File: src/rtl/l2_arbiter.sv
// Two-way arbiter sharing one L2 port between the L1 I-cache and L1 D-cache.
// Define L2_ARB_ROUND_ROBIN_EN to alternate grants when both requesters are pending.
module l2_arbiter #(
   parameter int unsigned ADDR_W = 16,
   parameter int unsigned LINE_W = 128
) (
   input  logic              clk,
   input  logic              reset,
   input  logic              i_read,
   input  logic [ADDR_W-1:0] i_address,
   output logic [LINE_W-1:0] i_rdata,
   output logic              i_resp,
   input  logic              d_read,
   input  logic              d_write,
   input  logic [ADDR_W-1:0] d_address,
   input  logic [LINE_W-1:0] d_wdata,
   input  logic [1:0]        d_byte_enable,
   output logic [LINE_W-1:0] d_rdata,
   output logic              d_resp,
   output logic              l2_read,
   output logic              l2_write,
   output logic [ADDR_W-1:0] l2_address,
   output logic [LINE_W-1:0] l2_wdata,
   output logic [1:0]        l2_byte_enable,
   input  logic [LINE_W-1:0] l2_rdata,
   input  logic              l2_resp,
   output logic              busy
);

   typedef enum logic [1:0] {SIdle, SServeI, SServeD} state_e;

   state_e state_q, state_d;
   logic   d_req, i_req, prefer_i;

   assign d_req = d_read | d_write;
   assign i_req = i_read;

`ifdef L2_ARB_ROUND_ROBIN_EN
   logic last_d_q, last_d_d;

   always_ff @(posedge clk) begin
      if (reset) begin
         last_d_q <= 1'b0;
      end else begin
         last_d_q <= last_d_d;
      end
   end

   // Only consulted when both sides are requesting.
   assign prefer_i = last_d_q;
`else
   assign prefer_i = 1'b0;
`endif

   always_ff @(posedge clk) begin
      if (reset) begin
         state_q <= SIdle;
      end else begin
         state_q <= state_d;
      end
   end

   always_comb begin
      state_d = state_q;
`ifdef L2_ARB_ROUND_ROBIN_EN
      last_d_d = last_d_q;
`endif
      unique case (state_q)
         SIdle: begin
            if (d_req && !(i_req && prefer_i)) begin
               state_d = SServeD;
`ifdef L2_ARB_ROUND_ROBIN_EN
               last_d_d = 1'b1;
`endif
            end else if (i_req) begin
               state_d = SServeI;
`ifdef L2_ARB_ROUND_ROBIN_EN
               last_d_d = 1'b0;
`endif
            end
         end
         SServeI, SServeD: begin
            // Returning through SIdle guarantees a dead cycle before the next command.
            if (l2_resp) begin
               state_d = SIdle;
            end
         end
         default: state_d = SIdle;
      endcase
   end

   always_comb begin
      l2_read        = 1'b0;
      l2_write       = 1'b0;
      l2_address     = '0;
      l2_wdata       = '0;
      l2_byte_enable = 2'b00;
      i_resp         = 1'b0;
      d_resp         = 1'b0;
      unique case (state_q)
         SServeI: begin
            l2_read        = i_read;
            l2_address     = i_address;
            l2_byte_enable = 2'b11;
            i_resp         = l2_resp;
         end
         SServeD: begin
            l2_read        = d_read;
            l2_write       = d_write;
            l2_address     = d_address;
            l2_wdata       = d_wdata;
            l2_byte_enable = d_byte_enable;
            d_resp         = l2_resp;
         end
         default: ;
      endcase
   end

   assign i_rdata = l2_rdata;
   assign d_rdata = l2_rdata;
   assign busy    = (state_q != SIdle);

endmodule

File: config.mk
export PLATFORM = sky130hd
export DESIGN_NAME = l2_arbiter
export DESIGN_NICKNAME = d
export VERILOG_FILES = /design/src/rtl/l2_arbiter.sv
export SDC_FILE = /design/constraint.sdc
export NUM_CORES = 1
export LEC_CHECK = 0
export ABC_CLOCK_PERIOD_IN_PS = 1600
export CAP_MARGIN = 20
export CELL_PAD_IN_SITES_DETAIL_PLACEMENT = 2
export CELL_PAD_IN_SITES_GLOBAL_PLACEMENT = 2
export CORE_AREA = 5 5 271 273
export CTS_BUF_LIST = sky130_fd_sc_hd__clkbuf_4 sky130_fd_sc_hd__clkbuf_8
export CTS_CLUSTER_DIAMETER = 150
export DETAILED_ROUTE_END_ITERATION = 12
export DIE_AREA = 0 0 276 278
export GPL_TIMING_DRIVEN = 0
export PLACE_DENSITY_LB_ADDON = 0.1
export SLEW_MARGIN = 20
export SYNTH_ARGS = -nofsm -noshare
export SYNTH_HDL_FRONTEND = slang
export SYNTH_SLANG_ARGS = --single-unit
File: constraint.sdc
create_clock -name clk -period 1.6 [get_ports clk]
set_clock_uncertainty 0.1 [all_clocks]
set_input_delay 0.32 -clock clk [delete_from_list [all_inputs] [get_ports clk]]
set_output_delay 0.32 -clock clk [all_outputs]
set_load 0.01 [all_outputs]
# Word level (Yosys, flattened, before mapping)
# Cells that the tools add are included.
# classes
n_reduce_logical	4
bitwise	1
mux	11
n_eq_ne	4
# op_table
cell	count
$mux 128	1
$pmux 16 s2	1
$pmux 2 s2	2
$mux 2	3
$mux 1	3
$ne 3x3->1 const B	1
$eq 2x1->1 const B	1
$eq 2x2->1 const B	1
$logic_not 2->1	1
$ne 2x2->1 const B	1
$pmux 1 s2	1
$reduce_and 2->1	1
$reduce_bool 2->1	1
$reduce_or 2->1	1
$or 1x1->1	1
# totals
out_inout_bits	407
inputBits	296
ff_bits	2

# Logic depth before layout (Yosys ltp)
# logic_depth
depth_word	4
depth_mapped	5

# Worst setup path before layout
# Ideal clock, no wire load.
# synth_path
path_type	reg2out
start	register state_q[0]
end	output port l2_address[0]
arrival_time_ps	1244
slack_ps	-64
n_path_buf	2
path_stages_with_launch	6
path_cell_list	dfxtp_1 > inv_1 > ha_1 > buf_2 > clkbuf_1 > nor2b_1
# synth_via
elab_chain_len	2
elab_cells_between_ends	3
classes_between	eq/ne: 2; mux: 1
# synth_rtl
element	line	source
from (decl)	32	state_e state_q, state_d;
from (signal assigned)	57	state_q <= SIdle;
from (signal assigned)	59	state_q <= state_d;
$eq 2x2->1 / $eq 2x1->1 (equally long branches)	100	unique case (state_q)
$pmux 16 s2 *	100	
to (decl)	22	output logic [ADDR_W-1:0] l2_address,
# Every way passes the cells marked *; elsewhere a longest branch is shown, timed or not.

# Worst setup path in the final report
# layout_path
start	register state_q[0]
end	output port l2_address[7]
# The elaborated chain is that of the path after synthesis.

==> qor.txt <==
Fin crit share - 1.26
Initial antenna violation count - 0
Number of synthesized flops with an enable pin - 0
DR pass1 iterations - 4
Most used flip-flop cell after synthesis - dfxtp_1
Ports - 703
Final Util - 0.166
Worst-margin pin slew - 0.284 ns
Vias in the first global route - 5,629
Most frequent cells after synthesis - 256 x buf_4, 131 x and2_1, 21 x nor2b_1
Crit path arrival time - 1.59 ns
Vias per cell - 2.48
Endpoint type of the worst setup path - primary output
Residual DRC - 0
Width of the die - 276 um
Worst Path Buf+Inv - 5
Largest fanout on the critical path - 8
Top cell family by delay on the critical path - buffers and inverters
# port buffers - 574
VDD IR max - 0.122 mV
Clk root buf - clkbuf_8
Final WL - 34.4 mm
Share of cells above drive strength 1 - 0.592
Starting DRT DRC Count - 35
Post-Syn Nets - 762
Fmax - 497 MHz
Slew headroom - 0.811
Final Max Tran Viols - 0
Routed Antenna Nets - 0
Max FFs per register - 2
Warnings from Yosys - 0
Core Box Area - 70,900 um^2
Top reg by flops - state_q
Final setup vio count - 150
Failing checks - negative setup slack
Die Footprint - 76,700 um^2
Reg clk slew, reported paths - 0.03 ns
First-pass GRT wire length - 46.4 mm
Post-synth ARST share - 0
CP required - 1.18 ns
Row cnt - 98
Gpl congestion - 0.715
Antenna Cells - 0
CTS tree - yes
Most common cell in the netlist - buf_4
Max-Cap Viols - 0
Die Y - 278 um
RSZ-0062 raised after global routing - yes
Worst-Skew Late Latency - 0.21 ns
Critical-path top delay cell - dfxtp_4
Post-Syn Instances - 463
Multi-input logic area - 1710 um^2
Remaining global-route overflow - 0
Initial core utilization - 0.0457
Synthesized flop and latch total - 2
Leak - 5.03 nW
Vias - 5,036
Fin crit period - 2.01 ns
Pin count of the biggest net entering global routing - 11
Worst Slack Setup Final - -0.410 ns
Htree depth - 1
Critical-path cell list - inv_4, ha_4, buf_12, buf_12, buf_6, a22oi_2, nor2b_2, buf_2
Crit path launch type - flip-flop
Yosys top cell area share - 0.594
Drt wl/cell - 16.9 um
Endpoints failing hold - 0
Overall routing resource usage - 0.0817
Pwr Density - 423 nW/um^2
Cts hold-fix bufs - 0
Tot Pwr - 0.00496 W
Mapped Area - 3240 um^2
Crit path largest cell delay - 0.35 ns
Synth area leader - buf_4
Sequential share of the synthesized area - 0.0124
CP Class - flip-flop to primary output
Status - finished with violations
Fillers - 8,226
Register Area - 47.5 um^2
Largest cells by area after synthesis - buf_4 59%, and2_1 25%, nor2b_1 4.1%, a22oi_1 3.9%, clkbuf_2 1.7%
Longest Clk Path Bufs - 2
Distinct cells, synth - 16
Most frequent CP cell - buf_12
Syn Area/Cell - 6.99 um^2
Hold WC Path Type - flip-flop to flip-flop
Nets - 1,384
CTS buffer count - 3
Synthesis-to-layout area growth - 263%
DP HPWL - 30.9 mm
Top flop regs - state_q: 2 flops
CTS Sinks - 2
[area by class of cell]
cell class                 instances  area share
clock buffer                       3     0.00352
sequential                         2     0.00405
tap                              950       0.101
buffer                           274       0.192
timing repair buffer             619       0.552
multi-input combinational        182       0.146
inverter                           3     0.00139
[report_power, final]
part / total (W) / internal (W) / switching [W]
Sequential: 0.0000680 / 0.0000576 / 0.0000104
Combinational: 0.00469 / 0.00308 / 0.00161
Clock: 0.000200 / 0.000159 / 0.0000403
Total: 0.00496 / 0.00330 / 0.00166
[what timing repair did]
action                                  4_1_cts  5_1_grt
gates cloned                                 14        3
buffers inserted                             24        7
endpoints found under the setup margin      152      152
gates resized for setup                    1020       80
pin swaps                                     8        7
[per-stage QoR]
stage               cell area [um^2]  setup WS, ns  cells  hold slack (ns)  setup TNS [ns]
finish                         11700        -0.410   2033            0.435          -39.02
global route                   11700        -0.467   2033            0.462          -47.73
CTS                            11500        -0.458   2028            0.434          -49.73
detailed placement             10200         -1.23   1987            0.414         -143.73
global placement               10200         -1.18   1987            0.428         -141.47
floorplan                       3260        0.0354    463            0.289               0
[path summary, 6_finish.rpt]
check	end	slack [ns]	cells after the start	from
worst max-delay path	l2_address[7]	-0.41	8	state_q[0]
worst min-delay path	state_q[1]	0.44	2	state_q[1]
worst max register to register	state_q[1]	0.04	6	state_q[1]
worst min register to register	state_q[1]	0.44	2	state_q[1]
[per-layer routing]
layer	GRT usage	wire (um)
met5	0	0
met4	0.00589	117
met3	0.0303	2960
met2	0.183	21400
met1	0.0686	9890
[worst reg2reg max path, delay by kind of cell, from the launching register on]
family	cells	cell delay, ns
AO/OA/AOI/OAI	1	0.12
adder cells (fa/ha/maj)	1	0.25
buffers and inverters	2	0.16
flip-flops	1	0.37
AND/OR/NAND/NOR	2	0.49
[kinds of logic (layout without fill, tap and decap cells)]
logic type,count (synthesis),count (layout),share of synthesized area
AOI/OAI and AO/OA,23,23,0.0487
and+or+nand+nor,156,156,0.301
buffers and inverters,279,899,0.626
DFF,2,2,0.0124
adders and majority gates,3,3,0.0116
[placed cells by master (no fill, tap or decap), types with 5 or more instances in the layout]
cell type        count
clkdlybuf4s50_1    422
nor2b_2              6
nor2b_1              5
nor2b_4             10
buf_6              156
buf_12               7
clkbuf_8             8
a22oi_2             14
and2_4             129
buf_4              265
buf_8               21
buf_2                8
clkbuf_16            7
Note: power is estimated with default switching activity, not from simulation.
==> patch 1: new RTL, same flow settings <==
Re-encode `state_e` (3 states) as one-hot, 3 bits wide.
--- a/src/rtl/l2_arbiter.sv
+++ b/src/rtl/l2_arbiter.sv
@@ -27,7 +27,7 @@
    output logic              busy
 );
 
-   typedef enum logic [1:0] {SIdle, SServeI, SServeD} state_e;
+   typedef enum logic [2:0] {SIdle = 3'b001, SServeI = 3'b010, SServeD = 3'b100} state_e;
 
    state_e state_q, state_d;
    logic   d_req, i_req, prefer_i;
Behaviour: no difference found for any inputs over 4 cycles, from zero or initial values and one cycle with reset high; so few cycles prove little.
==> patch 1 against the unedited design <==
Final area fell by 3.4%. Cell count fell by 1.5%. Sequential power rose by 38%. First-iteration DRC count rose by 37%. Critical path type unchanged. Worst setup slack got worse by 0.016 ns. Critical endpoint is now l2_wdata[34]. Sequential cell count rose by 1. Maximum frequency fell by 0.80%. Routed wire length fell by 1.4%. Power fell by 35%. The flow still finishes with violations (negative setup slack). Synthesized area rose by 1.6%.
==> patch 1: results <==
[run_status]
outcome = finished with violations
violations = negative setup slack

[global_route]
grt_pass1_vias = 5529
grt_pass1_wl_mm = 45.0
use_met1_pct = 6.27
met3_usage_pct = 3.20
grt_usage_pct = 7.96
use_met2_pct = 18.1
grt_start_max_net_pins = 11
antenna_found_initial = 1

[drt]
drt_iter0_drc = 48
via_count = 4934
vias_per_cell = 2.46
firstDrtPassIters = 3
routed_wl_mm = 33.9

[pwr]
leakage_uw = 0.00493
ir_worst_vdd_uv = 88.2

[logic_synthesis]
synthFlopType = dfxtp_1
synthesis.nets = 739
synth_top_area_share_pct = 58.4
ys.warnings.count = 0
synthCells = 443
synth-seq-area-share_pct = 1.83
synth.top_cells.by_count = 256 x buf_4, 80 x and2_2, 51 x and2_1
async_reset_ff_share_pct = 0
synth.distinct_cells = 22
synth_area_leaders = buf_4 58%, and2_2 18%, and2_1 9.7%, a22o_1 4.5%, dfxtp_1 1.8%

[worst_setup_path]
r2r-end = state_q[1]
critPathMaxFanout = 6
r2r_slack_ns = 0.17
reg2reg_depth = 6
rr_startpoint = state_q[1]
crit_arrival_ns = 1.61
critPathKind = flop to output pin
endpoint = l2_wdata[34]

[clock_network]
clk_latency_ns = 0.22
ctsHoldBuffers = 0
root_buffer = clkbuf_8
cts_inserted_buffers = 3
path_clk_slew_ns = 0.03
cts_buffer_depth = 2
cts_max_level = 1

[sta]
setup_viol_count_final = 150
worst_slew_pin_slew_ns = 0.247
fin_setup_tns_ns = -51.36
timing.final.ws_setup_ns = -0.427

[finish]
reg_top3 = state_q: 3 flops
drive_above_1_share_pct = 55.9
fillers = 8292
fin_nets = 1348
largest_reg_flops = 3

[place]
portBuffers = 574
dp_hpwl_mm = 30.8
placed_cells = 1967
gp_congestion = 0.724

[hold_path]
hold_class = flop to flop
hold_depth = 2
## patch 1: cell count changes after synthesis, moves of 3 or more
cell and delta:
and2_1 -80, and2_2 +80, nor2b_1 -21, a22o_1 +17, a22oi_1 -16, a21oi_1 -4, buf_6 +3, ha_1 -3
## patch 1: power breakdown
group / total [uW] / internal (uW) / switching (uW)
sequential: 93.9 / 84.3 / 9.66
clock: 246 / 188 / 58.5
combinational: 2870 / 1940 / 923
## patch 1: critical path, stage by stage (launching register included)
cell,delay (ns)
dfxtp_4,0.34
nor3b_4,0.22
buf_12,0.15
buf_12,0.12
buf_16,0.15
clkbuf_16,0.15
and2_4,0.13
buf_6,0.10
## patch 1: per-stage QoR
| stage | hold WS [ns] | area (um2) | setup WS (ns) |
|---|---|---|---|
| 2_1_floorplan | 0.297 | 3290 | 0.00735 |
| 3_3_place_gp | 0.506 | 10200 | -1.07 |
| 3_5_place_dp | 0.515 | 10200 | -1.08 |
| 4_1_cts | 0.509 | 11000 | -0.467 |
| 5_1_grt | 0.536 | 11300 | -0.518 |
| 6_report | 0.507 | 11300 | -0.427 |
## patch 1: worst min path at each step
stage / start / endpoint / slack (ns)
after floorplan: reset / state_q[1] / 0.30
after global placement: state_q[2] / state_q[1] / 0.51
after detailed placement: state_q[2] / state_q[1] / 0.51
after CTS: state_q[2] / state_q[1] / 0.51
after global routing: state_q[2] / state_q[1] / 0.54
final: state_q[2] / state_q[1] / 0.51
## patch 1: final cells by class
class                   instances  share of cell area (%)
inverters                       1                  0.0331
well taps                     950                    10.5
plain buffers                 273                    20.2
diodes                          1                  0.0221
flip-flops and latches          3                   0.629
clock buffers                   4                   0.431
repair buffers                606                    55.7
multi-input cells             164                    12.5
## patch 1: kinds of logic after synthesis
logic type	Yosys count	share of synthesized area, %
buffers and inverters	276	61.9
AND/OR/NAND/NOR	139	29.8
flip-flops	3	1.83
AO/OA/AOI/OAI	23	5.86
XOR/XNOR	1	0.266
multiplexers	1	0.304
## patch 1: routing by layer
layer / vias to the layer above / share of wire (%) / routed length (um)
met5: - / 0 / 0
met1: 2323 / 27 / 9310
met3: 14 / 8.7 / 2950
met4: 0 / 1.1 / 386
li1: 2326 / - / -
met2: 271 / 63 / 21300
## patch 1: repair_timing
action	4_1_cts	5_1_grt
endpoints found under the setup margin	151	151
gates resized for setup	937	79
gates cloned	9	4
setup buffers	15	4
pin swaps	60	20
==> patch 2: new RTL, config.mk and constraints unchanged <==
Made on the original files. `ADDR_W`: 16 -> 15.
--- a/src/rtl/l2_arbiter.sv
+++ b/src/rtl/l2_arbiter.sv
@@ -1,7 +1,7 @@
 // Two-way arbiter sharing one L2 port between the L1 I-cache and L1 D-cache.
 // Define L2_ARB_ROUND_ROBIN_EN to alternate grants when both requesters are pending.
 module l2_arbiter #(
-   parameter int unsigned ADDR_W = 16,
+   parameter int unsigned ADDR_W = 15,
    parameter int unsigned LINE_W = 128
 ) (
    input  logic              clk,
Interface: changed (resized d_address, i_address and l2_address); port bits go from 703 to 700. No check against the original RTL was run, so the function may have changed too.
==> patch 2 against the unedited design <==
The flow still finishes with violations (negative setup slack). Final area down 5.8%. Largest cell class unchanged. Worst setup slack better by 0.097 ns. Die area unchanged. Routed wire length down 5.3%. Count of clock-buffer cells in the layout unchanged. Synthesized area down 0.35%. Sequential power down 1%. Sequential cell count unchanged. Synthesized cell count down 0.43%. Global-route usage down 0.40 points. Power down 12%.
==> patch 2: results <==
[drt]
drt_iter0_drc = 55
vias_per_cell = 2.45
wl_met1_mm = 9.53

[worst_setup_path]
reg2reg_depth = 5
endpoint = l2_wdata[30]

[sta]
fin_hold_ws_ns = 0.468
fin_setup_tns_ns = -36.48
timing.final.ws_setup_ns = -0.314
slew_headroom_pct = 83.9
setup_viol_count_final = 149

[run_status]
violations = negative setup slack
outcome = finished with violations

[clock_network]
postCtsSetupBuffers = 10

[global_route]
met3_usage_pct = 2.45
use_met2_pct = 17.6
grt_pass1_vias = 5471
grt_usage_pct = 7.77

[logic_synthesis]
synthCells = 461
synth.top_cells.by_count = 256 x buf_4, 131 x and2_1, 20 x nor2b_1
synthesis.nets = 758

[pwr]
pwr-share-comb_pct = 93.8
p_seq_uw = 67.1
p_sw_uw = 1510

[place]
portBuffers = 571
gp_congestion = 0.731

[finish]
fin_nets = 1350
fillers = 8268
==> patch 2: cell types whose count changed after synthesis, sizes merged <==
cell | unedited run | this run
buf | 260 | 264
clkbuf | 16 | 12
nor2b | 21 | 20
nand2b | 0 | 1
a22oi | 17 | 16
or2b | 1 | 0
==> patch 2: final cells by class <==
| class | instances | area (um2) | area share [%] |
|---|---|---|---|
| tap | 950 | 1190 | 10.8 |
| antenna | 1 | 2.50 | 0.0226 |
| clock buffer | 3 | 41.3 | 0.374 |
| buffer | 273 | 2220 | 20.1 |
| inverter | 3 | 16.3 | 0.147 |
| timing repair buffer | 590 | 6000 | 54.3 |
| sequential | 2 | 47.5 | 0.430 |
| multi-input combinational | 180 | 1530 | 13.8 |
==> patch 2: cell families (layout without fill, tap and decap cells) <==
kind of cell	Yosys count	in the layout	share of synthesized area, %
adder cells (fa/ha/maj)	3	3	1.16
other	0	1	0
AND/OR/NAND/NOR	155	155	30.0
flip-flops	2	2	1.24
AO/OA/AOI/OAI	22	22	4.66
buffers and inverters	279	869	63.0
